==> config.mk <==
export PLATFORM = sky130hd
export DESIGN_NAME = shuffler_sched
export DESIGN_NICKNAME = d
export VERILOG_FILES = /design/src/rtl/shuffler_sched.sv
export SDC_FILE = /design/constraint.sdc
export NUM_CORES = 1
export LEC_CHECK = 0
export CORE_MARGIN = 10
export CORE_UTILIZATION = 35
export DETAILED_ROUTE_END_ITERATION = 10
export PLACE_DENSITY = 0.67
export SYNTH_ARGS = -nofsm -noshare
export SYNTH_HDL_FRONTEND = slang
export SYNTH_SLANG_ARGS = --single-unit
==> constraint.sdc <==
create_clock -name clk -period 3.7 [get_ports clk]
set_input_delay 0.555 -clock clk [delete_from_list [all_inputs] [get_ports clk]]
set_output_delay 0.555 -clock clk [all_outputs]
set_load 0.03 [all_outputs]
==> src/rtl/shuffler_sched.sv <==
// Sequencing controller for the Stripes brick shuffler: accepts shuffle commands,
// issues one select pattern per available source set, and tracks passes through the shuffler latency.
module shuffler_sched #(
    parameter int IN_BRICKS  = 16,
    parameter int OUT_BRICKS = 16,
    parameter int SEL_BITS   = 4,
    parameter int PASS_BITS  = 8,
    parameter int SHUF_LAT   = 2
) (
    input  logic                           clk,
    input  logic                           rst_n,
    input  logic                           cmd_valid,
    output logic                           cmd_ready,
    input  logic                           cmd_mode,
    input  logic [SEL_BITS-1:0]            cmd_offset,
    input  logic [SEL_BITS-1:0]            cmd_step,
    input  logic [PASS_BITS-1:0]           cmd_passes,
    input  logic                           src_valid,
    output logic                           src_rd,
    output logic [SEL_BITS*OUT_BRICKS-1:0] o_sel,
    output logic                           o_valid,
    output logic                           o_last,
    output logic [PASS_BITS-1:0]           o_tag,
    output logic                           busy,
    output logic                           done
);

    typedef enum logic [1:0] {IDLE, RUN, DRAIN} state_t;

    state_t                        state;
    logic                          mode_r;
    logic [SEL_BITS-1:0]           off_r;
    logic [SEL_BITS-1:0]           step_r;
    logic [PASS_BITS-1:0]          passes_r;
    logic [PASS_BITS-1:0]          cnt_r;
    logic [SEL_BITS*OUT_BRICKS-1:0] sel_comb;
    logic [SEL_BITS*OUT_BRICKS-1:0] sel_hold;
    logic                          issue;
    logic                          is_last;
    logic                          upper_empty;

    logic                          vld_p  [SHUF_LAT];
    logic                          last_p [SHUF_LAT];
    logic [PASS_BITS-1:0]          tag_p  [SHUF_LAT];

    assign issue     = (state == RUN) && src_valid;
    assign is_last   = (cnt_r == passes_r);
    assign src_rd    = issue;
    assign cmd_ready = (state == IDLE);
    assign busy      = (state != IDLE);
    assign o_sel     = (state == RUN) ? sel_comb : sel_hold;

    always_comb begin
        sel_comb = '0;
        for (int i = 0; i < OUT_BRICKS; i++) begin
            sel_comb[i*SEL_BITS +: SEL_BITS] = mode_r ? off_r
                                             : SEL_BITS'((int'(off_r) + i) % IN_BRICKS);
        end
    end

    // Stages ahead of the output stage are empty: the next cycle shows no valid pass.
    always_comb begin
        upper_empty = 1'b1;
        for (int s = 0; s < SHUF_LAT - 1; s++) begin
            if (vld_p[s]) upper_empty = 1'b0;
        end
    end

    always_ff @(posedge clk) begin
        if (!rst_n) begin
            state    <= IDLE;
            mode_r   <= 1'b0;
            off_r    <= '0;
            step_r   <= '0;
            passes_r <= '0;
            cnt_r    <= '0;
            sel_hold <= '0;
            done     <= 1'b0;
        end else begin
            done <= 1'b0;
            if (state == RUN) sel_hold <= sel_comb;
            case (state)
                IDLE: begin
                    if (cmd_valid) begin
                        mode_r   <= cmd_mode;
                        off_r    <= cmd_offset;
                        step_r   <= cmd_step;
                        passes_r <= cmd_passes;
                        cnt_r    <= '0;
                        state    <= RUN;
                    end
                end
                RUN: begin
                    if (issue) begin
                        off_r <= off_r + step_r;
                        cnt_r <= cnt_r + PASS_BITS'(1);
                        if (is_last) state <= DRAIN;
                    end
                end
                DRAIN: begin
                    if (done) state <= IDLE;
                    else if (upper_empty) done <= 1'b1;
                end
                default: state <= IDLE;
            endcase
        end
    end

    // Delay pipeline: stage 0 captures the issue, final stage lines up with shuffler output.
    always_ff @(posedge clk) begin
        if (!rst_n) begin
            for (int s = 0; s < SHUF_LAT; s++) begin
                vld_p[s]  <= 1'b0;
                last_p[s] <= 1'b0;
                tag_p[s]  <= '0;
            end
        end else begin
            vld_p[0]  <= issue;
            last_p[0] <= issue && is_last;
            tag_p[0]  <= cnt_r;
            for (int s = 1; s < SHUF_LAT; s++) begin
                vld_p[s]  <= vld_p[s-1];
                last_p[s] <= last_p[s-1];
                tag_p[s]  <= tag_p[s-1];
            end
        end
    end

    assign o_valid = vld_p[SHUF_LAT-1];
    assign o_last  = last_p[SHUF_LAT-1];
    assign o_tag   = tag_p[SHUF_LAT-1];

endmodule

; Word level (Yosys, flattened, before mapping)
; Memories as Yosys holds them, arrays and structs flattened.
; Index checks and enable logic that the tools add are counted.
[op_classes]
n_mux = 36
multipliers = 0
n_lt_le_gt_ge = 0
bitwise = 8
n_addsub = 17
n_eq_ne = 7
div = 0
n_reduce_logical = 9
shift = 0
[ops]
columns = cell, count
row1 = $mux 4, 17
row2 = $mux 64, 1
row3 = $add 4x4->4 const B, 8
row4 = $mux 8, 4
row5 = $add 4x3->4 const B, 4
row6 = $pmux 8 s2, 1
row7 = $add 4x2->4 const B, 2
row8 = $add 8x1->8 const B, 1
row9 = $eq 8x8->1, 1
row10 = $mux 2, 4
row11 = $ne 2x2->1 const B, 4
row12 = $pmux 4 s2, 1
row13 = $mux 1, 7
row14 = $or 1x1->1, 6
row15 = $pmux 2 s3, 1
row16 = $add 4x1->4 const B, 1
row17 = $add 4x4->4, 1
row18 = $reduce_and 4->1, 1
row19 = $reduce_bool 2->1, 2
row20 = $reduce_and 3->1, 1
row21 = $reduce_or 3->1, 1
row22 = $eq 2x1->1 const B, 1
row23 = $eq 2x2->1 const B, 1
row24 = $logic_and 1x1->1, 2
row25 = 3 further kinds, 4
[totals]
wordCells = 88
mem_bits_ro = 0
mem_count = 3
output_inout_bits = 78
latch_bits = 0
ram_bits = 20
reg_bits = 92
inputBits = 21
[mem_list]
columns = memory, depth, word_bits, rd, rd_clocked_by_memory_dff, wr, line
row1 = tag_p, 2, 8, 2, 0, 2, 44  ; logic [PASS_BITS-1:0] tag_p [SHUF_LAT];
row2 = last_p, 2, 1, 2, 0, 2, 43  ; logic last_p [SHUF_LAT];
row3 = vld_p, 2, 1, 2, 0, 2, 42  ; logic vld_p [SHUF_LAT];

; Depth between registers and ports, before layout
[depth]
word_depth = 4
ltp_mapped = 7
ltp_nobuf = 7

; Worst setup path before layout
; Ideal clock, no wire load.
[synth_path]
path_kind = register to output
from = register off_r[2]
to = output port o_sel[63]
path_buffers = 1
path_stages_with_launch = 7
slack_ns = 1.052
arrival_time_ns = 2.093
t_required_ns = 3.145
cell_sequence = dfxtp_1 -> clkbuf_1 -> inv_1 -> ha_1 -> and2_1 -> or3_1 -> a31oi_1
[synth_between]
elab_chain_cells = 3
[synth_rtl]
columns = element, line
row1 = "start, declared", 32  ; logic [SEL_BITS-1:0] off_r;
row2 = "start signal, assigned", 86  ; off_r <= cmd_offset;
row3 = "start signal, assigned", 95  ; off_r <= off_r + step_r;
row4 = $add 4x4->4, 57  ; : SEL_BITS'((int'(off_r) + i) % IN_BRICKS);
row5 = $mux 4, 56  ; sel_comb[i*SEL_BITS +: SEL_BITS] = mode_r ? off_r
row6 = $mux 64, --
row7 = "end, declared", 20  ; output logic [SEL_BITS*OUT_BRICKS-1:0] o_sel,
; No other way between the ends.

; Worst setup path after layout
[layout_path]
from = register off_r[1]
to = output port o_sel[63]
; The elaborated chain is that of the path after synthesis.

==> flow_summary.toml <==
[drt]
wl_per_cell_um = 13.9
vias = 3774
ant_nets = 0
wl_um = 11200
viasPerCell = 4.67
route.detailed.drc = 0
drt_iter0_drc = 138
firstDrtPassIters = 6

[floorplanning]
die_w_um = 136
initial_core_util = 0.356
die_height_um = 136
placeableCoreArea_um2 = 13200
fp-row-count = 42
ios = 99
die_area_um2 = 18500

[pwr]
p_int_mw = 2.33
p_sw_mw = 1.13
pwr-share-clk = 0.293
p_seq_frac = 0.397
power_density_nw_per_um2 = 571
power.leakage_nw = 2.45
irDropWorstVdd_v = 0.000303
swShare = 0.327
comb_power_share = 0.310

[synth]
synthCells = 561
synth_top_cell_area_share = 0.476
synth_nets = 594
synth.avg_cell_area_um2 = 8.40
synth_top_flop_cell = "dfxtp_1"
synth-seq-cells = 112
synth-edff-count = 0
netlist-cell-type-count = 42
synth_top_area_cell = "dfxtp_1"
synth_area_um2 = 4710
async_flop_share = 0
synth_seq_area_share = 0.476
ys_top_cells_by_area = "dfxtp_1 (48%), nand2_1 (9.6%), a21oi_1 (6.5%)"
yosysWarnings = 0

[global_routing]
grt_pass1_vias = 3737
grt_use_total = 0.124
grt_pass1_wl_um = 18500
antenna_found_initial = 0
grt_overflow = 0
grt_max_degree = 65

[outcome]
outcome = "finished clean"

[hold_path]
hold_path_depth = 1
worstHoldPathType = "register to register"

[final_layout]
fillers = 1339
layout_commonest_cell = "nand2_1"
final_nets = 662
layout_common_cells = "nand2_1 (121), dfxtp_1 (112), clkdlybuf4s50_1 (98)"
drive_gt1_frac = 0.0411
final_cell_area_um2 = 6060
diodes = 0
area_growth_pct = 28.6

[timing]
fin_setup_tns_ns = 0
fin_crit_ns = 3.31
hold_viol_final = 0
worst_slack_ns = 0.389
rsz0062_at_grt = "no"
finClkSkew_ns = 0.00757
fmax_mhz = 302
slew_violations = 0
setup_viol = 0
worst_pin_slew_ns = 1.01
period_share = 0.895
slew_headroom = 0.324

[worst_setup_path]
ff2ff_path_depth = 6
r2r_slack_ns = 1.67
critical_path_class = "register to output port"
required_ns = 3.14
cp.arrival_ns = 2.76
critPathLaunchType = "register"
crit_path_max_fanout = 8
cp-end-kind = "output port"

[clocking]
cts_buffers = 9
cts.path.max_buffers = 2
ctsResizeCount = 0
clock_latency_ns = 0.35
root_buffer = "clkbuf_16"
cts_hold_buffers = 0
postCtsSetupRepairBufs = 0
cts-htree-levels = 3
cts.reportedPaths.clkPinSlew_ns = 0.07
cts.sinks = 112
cts_tree = "done"

[place]
io_buffers = 98
hpwl_um = 8190
dp_slack_ns = 0.745
globalplace.congestion = 0.879
place_area_um2 = 5750

[flow_run]
maxCapViolCount = 0
[cell type report]
cell class | instances | area (µm²) | share of cell area
clock buffer | 9 | 225 | 0.0372
clock inverter | 5 | 82.6 | 0.0136
inverter | 9 | 33.8 | 0.00557
multi-input combinational | 393 | 2220 | 0.366
sequential | 112 | 2240 | 0.370
tap | 176 | 220 | 0.0363
timing repair buffer | 104 | 1040 | 0.171
[registers in the layout, indices dropped and copies added (netlist names)]
signal and count:
off_r 4, step_r 4, cnt_r 8, mode_r 1, tag_p 16, state 2, done 1, passes_r 8
last_p 2, sel_hold 64, vld_p 2
[power by group through the flow]
stage                     Combinational (mW)  Clock [mW]  Sequential, mW
after floorplan                        0.713           0            1.36
after global routing                    1.16        1.09            1.39
after detailed placement                1.08           0            1.40
final                                   1.07        1.02            1.37
after global placement                  1.07           0            1.40
after CTS                               1.09        1.05            1.37
[cell usage after synthesis (all sizes together) (2+ instances only)]
| master | instances |
|---|---|
| nand2 | 121 |
| dfxtp | 112 |
| a21oi | 61 |
| and2 | 41 |
| nor2 | 34 |
| xnor2 | 27 |
| clkbuf | 25 |
| buf | 22 |
| o21a | 14 |
| o21ai | 14 |
| ha | 11 |
| a211oi | 8 |
| inv | 8 |
| nand3 | 8 |
| nand2b | 6 |
| xor2 | 6 |
| nor2b | 5 |
| nor4 | 4 |
| o211a | 4 |
| or3 | 4 |
| a21o | 3 |
| nor3 | 3 |
| nor4b | 3 |
| nand4 | 2 |
| nor3b | 2 |
[kinds of logic after synthesis]
family | share of synthesized area
compound gates | 0.135
xor+xnor | 0.0613
fa+ha+maj | 0.0334
buf+inv | 0.0555
flops | 0.476
mux | 0.00292
simple gates | 0.236
[final timing paths]
check,start,to
min reg2reg,vld_p[0][0]$_SDFF_PN0_,done$_SDFF_PP0_
max reg2reg,state[0]$_SDFFE_PN0P_,sel_hold[42]$_SDFF_PN0_
max,off_r[1]$_SDFFE_PN0P_,o_sel[63]
min,vld_p[0][0]$_SDFF_PN0_,done$_SDFF_PP0_
[critical path, stage by stage (launching register included)]
cell             delay [ns]
dfxtp_1                0.47
inv_1                  0.21
ha_1                   0.25
and2_1                 0.16
or3_1                  0.34
a31oi_1                0.24
clkdlybuf4s50_1        0.72
[per-stage QoR]
| step | hold WS, ns | util | std cells | power (mW) |
|---|---|---|---|---|
| floorplan | 0.383 | - | 561 | 2.08 |
| global placement | 0.397 | 0.434 | 794 | 2.47 |
| detailed placement | 0.402 | 0.434 | 794 | 2.48 |
| CTS | 0.411 | 0.458 | 808 | 3.52 |
| global route | 0.420 | 0.458 | 808 | 3.64 |
| finish | 0.403 | 0.458 | 808 | 3.46 |
[per-layer routing]
layer  global-route usage  wire, µm  vias up
li1                     -         -     1961
met1                0.146      4940     1697
met2                0.192      5030       99
met3               0.0528      1010       17
met4               0.0598       267        0
met5                    0         0        -
Power figures use the tool's default switching activity.
==> RTL edit, RTL diff (same settings) <==
Register the input `cmd_offset` before use. The logic sees it one clock later. The other inputs are not delayed to match.
--- a/src/rtl/shuffler_sched.sv
+++ b/src/rtl/shuffler_sched.sv
@@ -28,2 +28,8 @@
     typedef enum logic [1:0] {IDLE, RUN, DRAIN} state_t;
+
+    logic [SEL_BITS-1:0] cmd_offset_q;
+
+    always_ff @(posedge clk) begin
+        cmd_offset_q <= cmd_offset;
+    end
 
@@ -85,3 +91,3 @@
                         mode_r   <= cmd_mode;
-                        off_r    <= cmd_offset;
+                        off_r    <= cmd_offset_q;
                         step_r   <= cmd_step;
Function: not settled (the Yosys comparison gave no result); the edit may change what the design does.
==> RTL edit against the unedited design <==
- cell area grew 6.1%
- sequential cell count grew 4
- worst hold slack better by 11 ps
- critical path depth is 1 lower
- routed wire length increased by 2.8%
- power is 17% higher
- area after synthesis up 2.1%
- worst setup slack got worse by 97 ps
- maximum frequency fell by 2.8%
==> RTL edit: results (changes against the unedited design) <==
status: "finished clean"  # unchanged
final-clk-cell-share_pct: 9.26  # was 5.08%
synth-compound-area-share_pct: 14.3  # was 13.5%
p_leak_nw: 2.61  # was 2.45 nW
wl_per_cell_um: 14.0  # was 13.9 um
final-nonclk-buf-share_pct: 16.0  # was 17.1%
htree_levels: 4  # was 3
gp_congestion: 0.767  # was 0.879
dr_wl_met2_um: 5130  # was 5030 um
synth_top_area_share_pct: 48.2  # was 47.6%
grt_pass1_vias: 3713  # was 3,737
synth-xor-area-share_pct: 6.19  # was 6.13%
clockPowerShare_pct: 40.2  # was 29.3%
drive_gt1_share_pct: 7.41  # was 4.11%
ir_worst_vdd_mv: 0.401  # was 0.303 mV
yosysSeqAreaShare_pct: 48.2  # was 47.6%
area_growth_pct: 33.6  # was 28.6%
rrSetupSlack_ps: 1720  # was 1670 ps
use_met2_pct: 19.2  # about the same
synth_fp_nets: 591  # was 594
clockBufferCount: 17  # was 9
dp_slack_ps: 719  # was 745 ps
critPathArrivalTime_ps: 2850  # was 2760 ps
synthMuxAreaShare_pct: 0.208  # was 0.292%
dp_hpwl_um: 8210  # was 8190 um
grt_max_degree: 60  # was 65
first_pass_iters: 4  # was 6
layout.nets: 668  # was 662
regArea_sq_um: 2320  # was 2240 sq um
seq_cells: 116  # was 112
met1_length_um: 5130  # was 4940 um
ys_top_cells_by_area: "dfxtp_1 (48%), nand2_1 (9.4%), a21oi_1 (6.1%), and2_1 (5.1%), xnor2_1 (4.5%)"  # was dfxtp_1 (48%), nand2_1 (9.6%), a21oi_1 (6.5%), and2_1 (5.3%), xnor2_1 (5.0%)
synthAdderAreaFrac_pct: 3.28  # was 3.34%
multi_input_area_sq_um: 2240  # was 2220 sq um
syn_area_sq_um: 4810  # was 4710 sq um
==> RTL edit: cell types whose count changed after synthesis, moves of 4 or more <==
cell	delta
o21ai_0	-6
clkbuf_1	-5
o21ai_1	+5
dfxtp_1	+4
nor2_1	-4
==> RTL edit: metrics by stage <==
stage / cells / power, mW
finish: 824 / 4.06
global placement: 792 / 2.44
floorplan: 558 / 2.08
detailed placement: 792 / 2.46
CTS: 824 / 4.11
global route: 824 / 4.26
==> RTL edit: worst paths after layout <==
path                                         endpoint  depth (start not counted)
worst max-delay path                         o_sel[9]                          5
worst min register to register        done$_SDFF_PP0_                          1
worst min-delay path                  done$_SDFF_PP0_                          1
worst max register to register  off_r[2]$_SDFFE_PN0P_                          5
==> RTL edit: critical path: stages (launching register included) <==
cell,delay [ps]
dfxtp_1,520
nand2b_2,550
buf_4,420
nand2_1,130
nand2_1,90
clkdlybuf4s50_1,710
